`config.mk`:
```
export PLATFORM = sky130hd
export DESIGN_NAME = cmac_axi2lbus_seg
export DESIGN_NICKNAME = d
export VERILOG_FILES = /design/src/rtl/cmac_lbus_pkg.sv /design/src/rtl/cmac_axi2lbus_skid.sv /design/src/rtl/cmac_axi2lbus_seg.sv
export SDC_FILE = /design/constraint.sdc
export NUM_CORES = 2
export LEC_CHECK = 0
export BUFFER_PORTS_ARGS = -buffer_cell sky130_fd_sc_hd__buf_2
export CAP_MARGIN = 0
export CORE_MARGIN = 5
export CORE_UTILIZATION = 25
export CTS_BUF_LIST = sky130_fd_sc_hd__clkbuf_8
export CTS_CLUSTER_SIZE = 30
export DETAILED_ROUTE_END_ITERATION = 6
export PLACE_DENSITY = 0.38
export SYNTH_ARGS = -nofsm -noshare
export SYNTH_HDL_FRONTEND = slang
export SYNTH_SLANG_ARGS = --single-unit
```
`constraint.sdc`:
```
create_clock -name CLK -period 157.4 [get_ports CLK]
set_clock_uncertainty 0.2 [all_clocks]
set_input_delay 7.87 -clock CLK [delete_from_list [all_inputs] [get_ports CLK]]
set_output_delay 7.87 -clock CLK [all_outputs]
set_load 0.005 [all_outputs]
```
`src/rtl/cmac_lbus_pkg.sv`:
```
// Shared types and helpers for the AXI4-Stream to CMAC LBUS TX path.
// Beats are sized for the widest (4-segment) build; narrower builds zero-fill.
package cmac_lbus_pkg;

   localparam int SEG_BYTES  = 16;
   localparam int SEG_W      = 128;
   localparam int MTY_W      = 4;
   localparam int MAX_SEG    = 4;
   localparam int MAX_DATA_W = SEG_W * MAX_SEG;
   localparam int MAX_KEEP_W = SEG_BYTES * MAX_SEG;

   typedef struct packed {
      logic [MAX_DATA_W-1:0] data;
      logic [MAX_KEEP_W-1:0] keep;
      logic                  last;
      logic                  err;
   } lbus_beat_t;

   // Number of contiguous ones in keep starting at bit 0.
   function automatic logic [6:0] keep_len(input logic [MAX_KEEP_W-1:0] keep);
      logic [6:0] n;
      logic       run;
      n   = '0;
      run = 1'b1;
      for (int b = 0; b < MAX_KEEP_W; b++) begin
         if (run && keep[b]) n = n + 7'd1;
         else                run = 1'b0;
      end
      return n;
   endfunction

   // True when keep has the shape 2^k-1 (including all zero).
   function automatic logic keep_contig(input logic [MAX_KEEP_W-1:0] keep);
      return (keep & (keep + MAX_KEEP_W'(1))) == '0;
   endfunction

endpackage

```
`src/rtl/cmac_axi2lbus_skid.sv`:
```
// Two-entry skid buffer between the AXI slave side and the LBUS issue stage.
// Ready is registered from the next-state occupancy so it never depends on pop.
module cmac_axi2lbus_skid
   import cmac_lbus_pkg::*;
#(
   parameter int W = $bits(lbus_beat_t)
) (
   input  logic         clk_i,
   input  logic         rst_i,
   input  logic [W-1:0] in_i,
   input  logic         push_i,
   output logic         ready_o,
   output logic [W-1:0] head_o,
   output logic         valid_o,
   input  logic         pop_i
);

   logic [1:0]   cnt_q, cnt_d;
   logic [W-1:0] e0_q, e0_d;
   logic [W-1:0] e1_q, e1_d;
   logic         rdy_q, rdy_d;
   logic         push, pop;

   assign push    = push_i & rdy_q;
   assign pop     = pop_i & (cnt_q != 2'd0);
   assign ready_o = rdy_q;
   assign valid_o = (cnt_q != 2'd0);
   assign head_o  = e0_q;

   // Next-state occupancy and entry shuffling for push/pop combinations
   always_comb begin
      cnt_d = cnt_q;
      e0_d  = e0_q;
      e1_d  = e1_q;
      unique case ({push, pop})
         2'b10: begin
            if (cnt_q == 2'd0) e0_d = in_i;
            else               e1_d = in_i;
            cnt_d = cnt_q + 2'd1;
         end
         2'b01: begin
            e0_d  = e1_q;
            cnt_d = cnt_q - 2'd1;
         end
         2'b11: begin
            if (cnt_q == 2'd1) begin
               e0_d = in_i;
            end else begin
               e0_d = e1_q;
               e1_d = in_i;
            end
         end
         default: ;
      endcase
      rdy_d = (cnt_d != 2'd2);
   end

   // Buffer state; reset flushes both entries and holds ready low
   always_ff @(posedge clk_i or posedge rst_i) begin
      if (rst_i) begin
         cnt_q <= '0;
         e0_q  <= '0;
         e1_q  <= '0;
         rdy_q <= 1'b0;
      end else begin
         cnt_q <= cnt_d;
         e0_q  <= e0_d;
         e1_q  <= e1_d;
         rdy_q <= rdy_d;
      end
   end

endmodule

```
`src/rtl/cmac_axi2lbus_seg.sv`:
```
// AXI4-Stream to CMAC LBUS TX converter with skid buffer, error marking,
// sticky CMAC status flags and packet/violation counters.
module cmac_axi2lbus_seg
   import cmac_lbus_pkg::*;
#(
   parameter  int SEGMENTS = 4,
   parameter  int CNT_W    = 32,
   localparam int DATA_W   = SEG_W * SEGMENTS,
   localparam int KEEP_W   = SEG_BYTES * SEGMENTS
) (
   input  logic                  CLK,
   input  logic                  RST,
   input  logic                  lbus_rst_i,
   input  logic [DATA_W-1:0]     s_tdata,
   input  logic [KEEP_W-1:0]     s_tkeep,
   input  logic                  s_tuser,
   input  logic                  s_tlast,
   input  logic                  s_tvalid,
   output logic                  s_tready,
   output logic [DATA_W-1:0]     tx_datain,
   output logic [SEGMENTS-1:0]   tx_enain,
   output logic [SEGMENTS-1:0]   tx_sopin,
   output logic [SEGMENTS-1:0]   tx_eopin,
   output logic [SEGMENTS-1:0]   tx_errin,
   output logic [4*SEGMENTS-1:0] tx_mtyin,
   input  logic                  tx_rdyout,
   input  logic                  tx_ovfout,
   input  logic                  tx_unfout,
   input  logic                  clr_stats,
   output logic [CNT_W-1:0]      pkt_cnt,
   output logic [CNT_W-1:0]      err_pkt_cnt,
   output logic [CNT_W-1:0]      proto_err_cnt,
   output logic                  ovf_flag,
   output logic                  unf_flag
);

   logic rst;
   assign rst = RST | lbus_rst_i;

   lbus_beat_t in_beat, head;
   logic       head_vld, pop;
   logic       v_shape, v_part, v_zero;
   logic [1:0] proto_inc;
   logic [MAX_KEEP_W-1:0] keep_x;

   // Accept side: pack the beat and classify tkeep violations
   always_comb begin
      keep_x                 = '0;
      keep_x[KEEP_W-1:0]     = s_tkeep;
      v_shape                = ~keep_contig(keep_x);
      v_part                 = ~s_tlast & ~(&s_tkeep);
      v_zero                 = ~(|s_tkeep);
      in_beat                = '0;
      in_beat.data[DATA_W-1:0] = s_tdata;
      in_beat.keep           = keep_x;
      in_beat.last           = s_tlast;
      in_beat.err            = s_tuser | v_shape | v_part | v_zero;
      proto_inc              = 2'd0;
      if (s_tvalid & s_tready)
         proto_inc = {1'b0, v_shape} + {1'b0, v_part} + {1'b0, v_zero};
   end

   cmac_axi2lbus_skid #(
      .W($bits(lbus_beat_t))
   ) u_skid (
      .clk_i   (CLK),
      .rst_i   (rst),
      .in_i    (in_beat),
      .push_i  (s_tvalid),
      .ready_o (s_tready),
      .head_o  (head),
      .valid_o (head_vld),
      .pop_i   (pop)
   );

   assign pop = tx_rdyout & head_vld;

   logic [DATA_W-1:0]     data_q, data_d;
   logic [SEGMENTS-1:0]   en_q, en_d, sop_q, sop_d;
   logic [SEGMENTS-1:0]   eop_q, eop_d, err_q, err_d;
   logic [4*SEGMENTS-1:0] mty_q, mty_d;
   logic                  in_pkt_q, in_pkt_d;
   logic                  pkt_err_q, pkt_err_d;
   logic [6:0]            len_raw, len, len_m1, len_neg;
   logic [1:0]            fseg;
   logic                  cur_err;

   // Segment mapper: head entry onto LBUS lanes, idle when nothing issues
   always_comb begin
      len_raw   = keep_len(head.keep);
      len       = (len_raw == 7'd0) ? 7'd1 : len_raw;
      len_m1    = len - 7'd1;
      len_neg   = 7'd0 - len;
      fseg      = len_m1[5:4];
      cur_err   = pkt_err_q | head.err;
      data_d    = data_q;
      en_d      = '0;
      sop_d     = '0;
      eop_d     = '0;
      err_d     = '0;
      mty_d     = '0;
      in_pkt_d  = in_pkt_q;
      pkt_err_d = pkt_err_q;
      if (pop) begin
         for (int i = 0; i < SEGMENTS; i++) begin
            for (int j = 0; j < SEG_BYTES; j++)
               data_d[SEG_W*i + SEG_W-1 - 8*j -: 8] =
                  head.data[8*(SEG_BYTES*i + j) +: 8];
            if (head.last) begin
               en_d[i] = (7'(SEG_BYTES*i) < len);
               if (fseg == 2'(i)) begin
                  eop_d[i]                = 1'b1;
                  err_d[i]                = cur_err;
                  mty_d[MTY_W*i +: MTY_W] = len_neg[3:0];
               end
            end else begin
               en_d[i] = 1'b1;
            end
         end
         sop_d[0]  = ~in_pkt_q;
         in_pkt_d  = ~head.last;
         pkt_err_d = head.last ? 1'b0 : cur_err;
      end
   end

   // LBUS output register and packet state
   always_ff @(posedge CLK or posedge rst) begin
      if (rst) begin
         data_q    <= '0;
         en_q      <= '0;
         sop_q     <= '0;
         eop_q     <= '0;
         err_q     <= '0;
         mty_q     <= '0;
         in_pkt_q  <= 1'b0;
         pkt_err_q <= 1'b0;
      end else begin
         data_q    <= data_d;
         en_q      <= en_d;
         sop_q     <= sop_d;
         eop_q     <= eop_d;
         err_q     <= err_d;
         mty_q     <= mty_d;
         in_pkt_q  <= in_pkt_d;
         pkt_err_q <= pkt_err_d;
      end
   end

   assign tx_datain = data_q;
   assign tx_enain  = en_q;
   assign tx_sopin  = sop_q;
   assign tx_eopin  = eop_q;
   assign tx_errin  = err_q;
   assign tx_mtyin  = mty_q;

   logic [CNT_W-1:0] pkt_cnt_q, pkt_cnt_d;
   logic [CNT_W-1:0] err_cnt_q, err_cnt_d;
   logic [CNT_W-1:0] proto_cnt_q, proto_cnt_d;
   logic             ovf_q, ovf_d, unf_q, unf_d;
   logic             pkt_inc, err_inc;

   // Statistics next state: clear first, then this cycle's increment
   always_comb begin
      pkt_inc     = pop & head.last;
      err_inc     = pkt_inc & cur_err;
      pkt_cnt_d   = (clr_stats ? '0 : pkt_cnt_q) + CNT_W'(pkt_inc);
      err_cnt_d   = (clr_stats ? '0 : err_cnt_q) + CNT_W'(err_inc);
      proto_cnt_d = (clr_stats ? '0 : proto_cnt_q) + CNT_W'(proto_inc);
      ovf_d       = tx_ovfout | (ovf_q & ~clr_stats);
      unf_d       = tx_unfout | (unf_q & ~clr_stats);
   end

   // Counters and sticky flags
   always_ff @(posedge CLK or posedge rst) begin
      if (rst) begin
         pkt_cnt_q   <= '0;
         err_cnt_q   <= '0;
         proto_cnt_q <= '0;
         ovf_q       <= 1'b0;
         unf_q       <= 1'b0;
      end else begin
         pkt_cnt_q   <= pkt_cnt_d;
         err_cnt_q   <= err_cnt_d;
         proto_cnt_q <= proto_cnt_d;
         ovf_q       <= ovf_d;
         unf_q       <= unf_d;
      end
   end

   assign pkt_cnt       = pkt_cnt_q;
   assign err_pkt_cnt   = err_cnt_q;
   assign proto_err_cnt = proto_cnt_q;
   assign ovf_flag      = ovf_q;
   assign unf_flag      = unf_q;

endmodule

```
==> summary.txt <==
Mapped Cells: 8315
Lkg Pwr: 47.7 nW
Htree depth: 5
Hpwl dp: 228000 um
Crit-path max cell delay: 900 ps
RSZ-0062 raised after global routing: no
CP max stage cell: a222oi_1
CP Data Required Time: 157960 ps
First-pass GRT wire length: 473000 um
Status: finished, final reports clean
Core area: 330000 um^2
PD cells: 19.1 nW/um^2
Routed wire length: 324000 um
TritonCTS Buffers: 346
Worst Slack Setup Final: 127670 ps
DRC Markers: 0
Total die area: 342000 um^2
Die span in x: 585 um
Clock sink total: 1800
Hold_buf cts: 0
WS Path Type: reg -> reg
Crit path time final: 29730 ps
Detail Route Antenna Nets: 0
Relative slew slack: 27.0%
Worst Path Max Fanout: 14
Total power: 1.92 mW
Critical Path Most Common Cell: ha_1
IO Count: 1229
Post-Layout Cell Count: 14.1k
Clk root buf: clkbuf_8
Setup TNS Final: 0 ps
Vias in the first global route: 67.4k
Clock latency on the worst-skew pair: 1020 ps
Tot GR Track Use: 18.2%
Starting DRT DRC Count: 3987
Synth top area share: 54.5%
FF+latch count, synth: 1800
First drt pass iteration count: 6
CTS tree: yes
Slew of the pin with the lowest slew margin: 1090 ps
Yosys cell types: 101
IO Port Bufs: 1225
Grt ovf: 0
Count leader, synth: nand2_1
Min-Delay Path Class: reg -> reg
Dominant cell type by area after synthesis: dfrtp_1
Nets: 10.1k
Filler Cell Count: 34.8k
Cells after DPL: 13.5k
Avg Cell Area, Syn: 9.93 um^2
Asr flop ratio synth: 100%
Fmax: 33.6 MHz
Fin. Hold Viols: 0
YS warnings: 0
Gpl congestion: 0.840
Drt via density: 4.73
Die Ht: 585 um
Seq/Total Area, Yosys: 54.5%
Core Util, Final: 30.4%
Endpoints failing setup: 0
CP Launch Type: flip-flop
CP arrival: 30300 ps
Critical Path End Type: flip-flop
Post-CTS setup buffer count: 0
Initial antenna violation count: 232
Syn Std Cell Area: 82600 um^2
DR WL/cell: 22.9 um
Cells resized by post-CTS repair: 0
Fin crit share: 18.9%
EDFF count, synth: 0
Max-slew violation count: 0
Clock Tree Buf Depth: 4
Area grow syn2layout: 21.2%
Initial Utilization: 25.1%
Site Rows: 211
Commonest cells in the netlist: nand2_1 (2409), dfrtp_1 (1800), o21ai_0 (696)
Max-cap violations: 0
Vias: 66.8k
Ranking of synthesized cells by area: dfrtp_1 (55%), nand2_1 (11%), mux2_2 (8.0%)
Synth Flop Type: dfrtp_1
Pre-CTS WS: 127840 ps
Largest net degree at the start of global routing: 217
Clock transition at the registers of the reported paths: 60 ps
Layout cell share with drive strength beyond 1: 25.2%
Peak supply drop: 0.0177 mV
## worst max-delay path: cells and delay by family, from the launching register on
kind,cells,cell delay [ps]
compound gates,63,11330
xor+xnor,4,1330
fa+ha+maj,29,8630
buf+inv,2,200
flops,1,410
mux,16,3100
simple gates,37,4320
## per-layer routing
metal	GRT usage, %	up-vias	part of all wire [%]	wire length [um]
met5	0	-	0.28	908
met4	5.17	142	3.4	10900
met3	6.39	761	8.2	26600
met2	30.2	1918	47	152000
met1	22.3	32955	41	134000
li1	-	30982	-	-
## registers in the layout (all words and copies together), names as in the netlist, 16 cells and up
register       cells
u_skid.head_o    578
u_skid.e1_q      578
pkt_cnt           32
err_pkt_cnt       32
tx_datain        512
proto_err_cnt     32
tx_mtyin          16
## power by group
part / switching (mW) / internal [mW]
logic: 0.403 / 0.248
clock network: 0.212 / 0.263
registers: 0.123 / 0.667
total: 0.738 / 1.18
## cell type report
class / instances / area [um^2] / area share (%)
sequential: 1800 / 45000 / 45.0
clock inverter: 169 / 1020 / 1.02
antenna: 45 / 113 / 0.112
clock buffer: 434 / 5970 / 5.97
tap: 4366 / 5460 / 5.46
inverter: 78 / 300 / 0.300
multi-input combinational: 5913 / 35300 / 35.3
timing repair buffer: 1306 / 6900 / 6.89
## layout by cell type (no fill, tap or decap), types with 19 or more instances in the layout
master,netlist,final
diode_2,0,45
dfrtp_1,1800,1800
nand2_1,2409,2408
o21ai_0,696,696
and3_1,48,48
nor3_1,90,89
a21boi_0,19,19
nand2b_1,29,28
nor4_1,29,29
xor2_1,86,86
mux2i_1,39,39
a22oi_1,570,570
nor2b_1,48,48
buf_4,4,68
ha_1,72,72
nor2_1,244,242
nand4_1,61,61
clkbuf_8,0,434
a21oi_1,144,143
mux2_2,586,586
and2_1,40,40
xnor2_1,164,164
nand3_1,131,130
or3_1,30,30
a211oi_1,20,20
inv_1,76,202
buf_2,18,1225
## metrics by stage
stage	hold WS (ps)	area, um^2
after floorplan	203	82600
after global placement	214	93000
after detailed placement	225	93000
after CTS	237	100000
after global routing	255	100000
final	231	100000
## logic make-up (layout without fill, tap and decap cells)
group	Yosys count	in the layout	synth area share, %
buffers and inverters	604	1987	2.81
other	1	48	0.00454
flip-flops	1800	1800	54.5
adder cells (fa/ha/maj)	87	87	1.30
AO/OA/AOI/OAI	1632	1632	12.5
XOR/XNOR	288	288	3.66
multiplexers	627	627	8.49
AND/OR/NAND/NOR	3276	3276	16.7
## path summary, 6_finish.rpt
kind / from / end / slack (ps) / cells past startpoint
worst max-delay path: u_skid.head_o[4] / tx_mtyin[9] / 127670 / 151
worst min-delay path: u_skid.head_o[493] / tx_datain[467] / 230 / 2
min in group asynchronous: RST / u_skid.head_o[538] / 7010 / 3
worst max register to register: u_skid.head_o[4] / tx_mtyin[9] / 127670 / 151
worst min register to register: u_skid.head_o[493] / tx_datain[467] / 230 / 2
max in group asynchronous: lbus_rst_i / u_skid.head_o[192] / 145420 / 8
(Power assumes the default switching activity.)
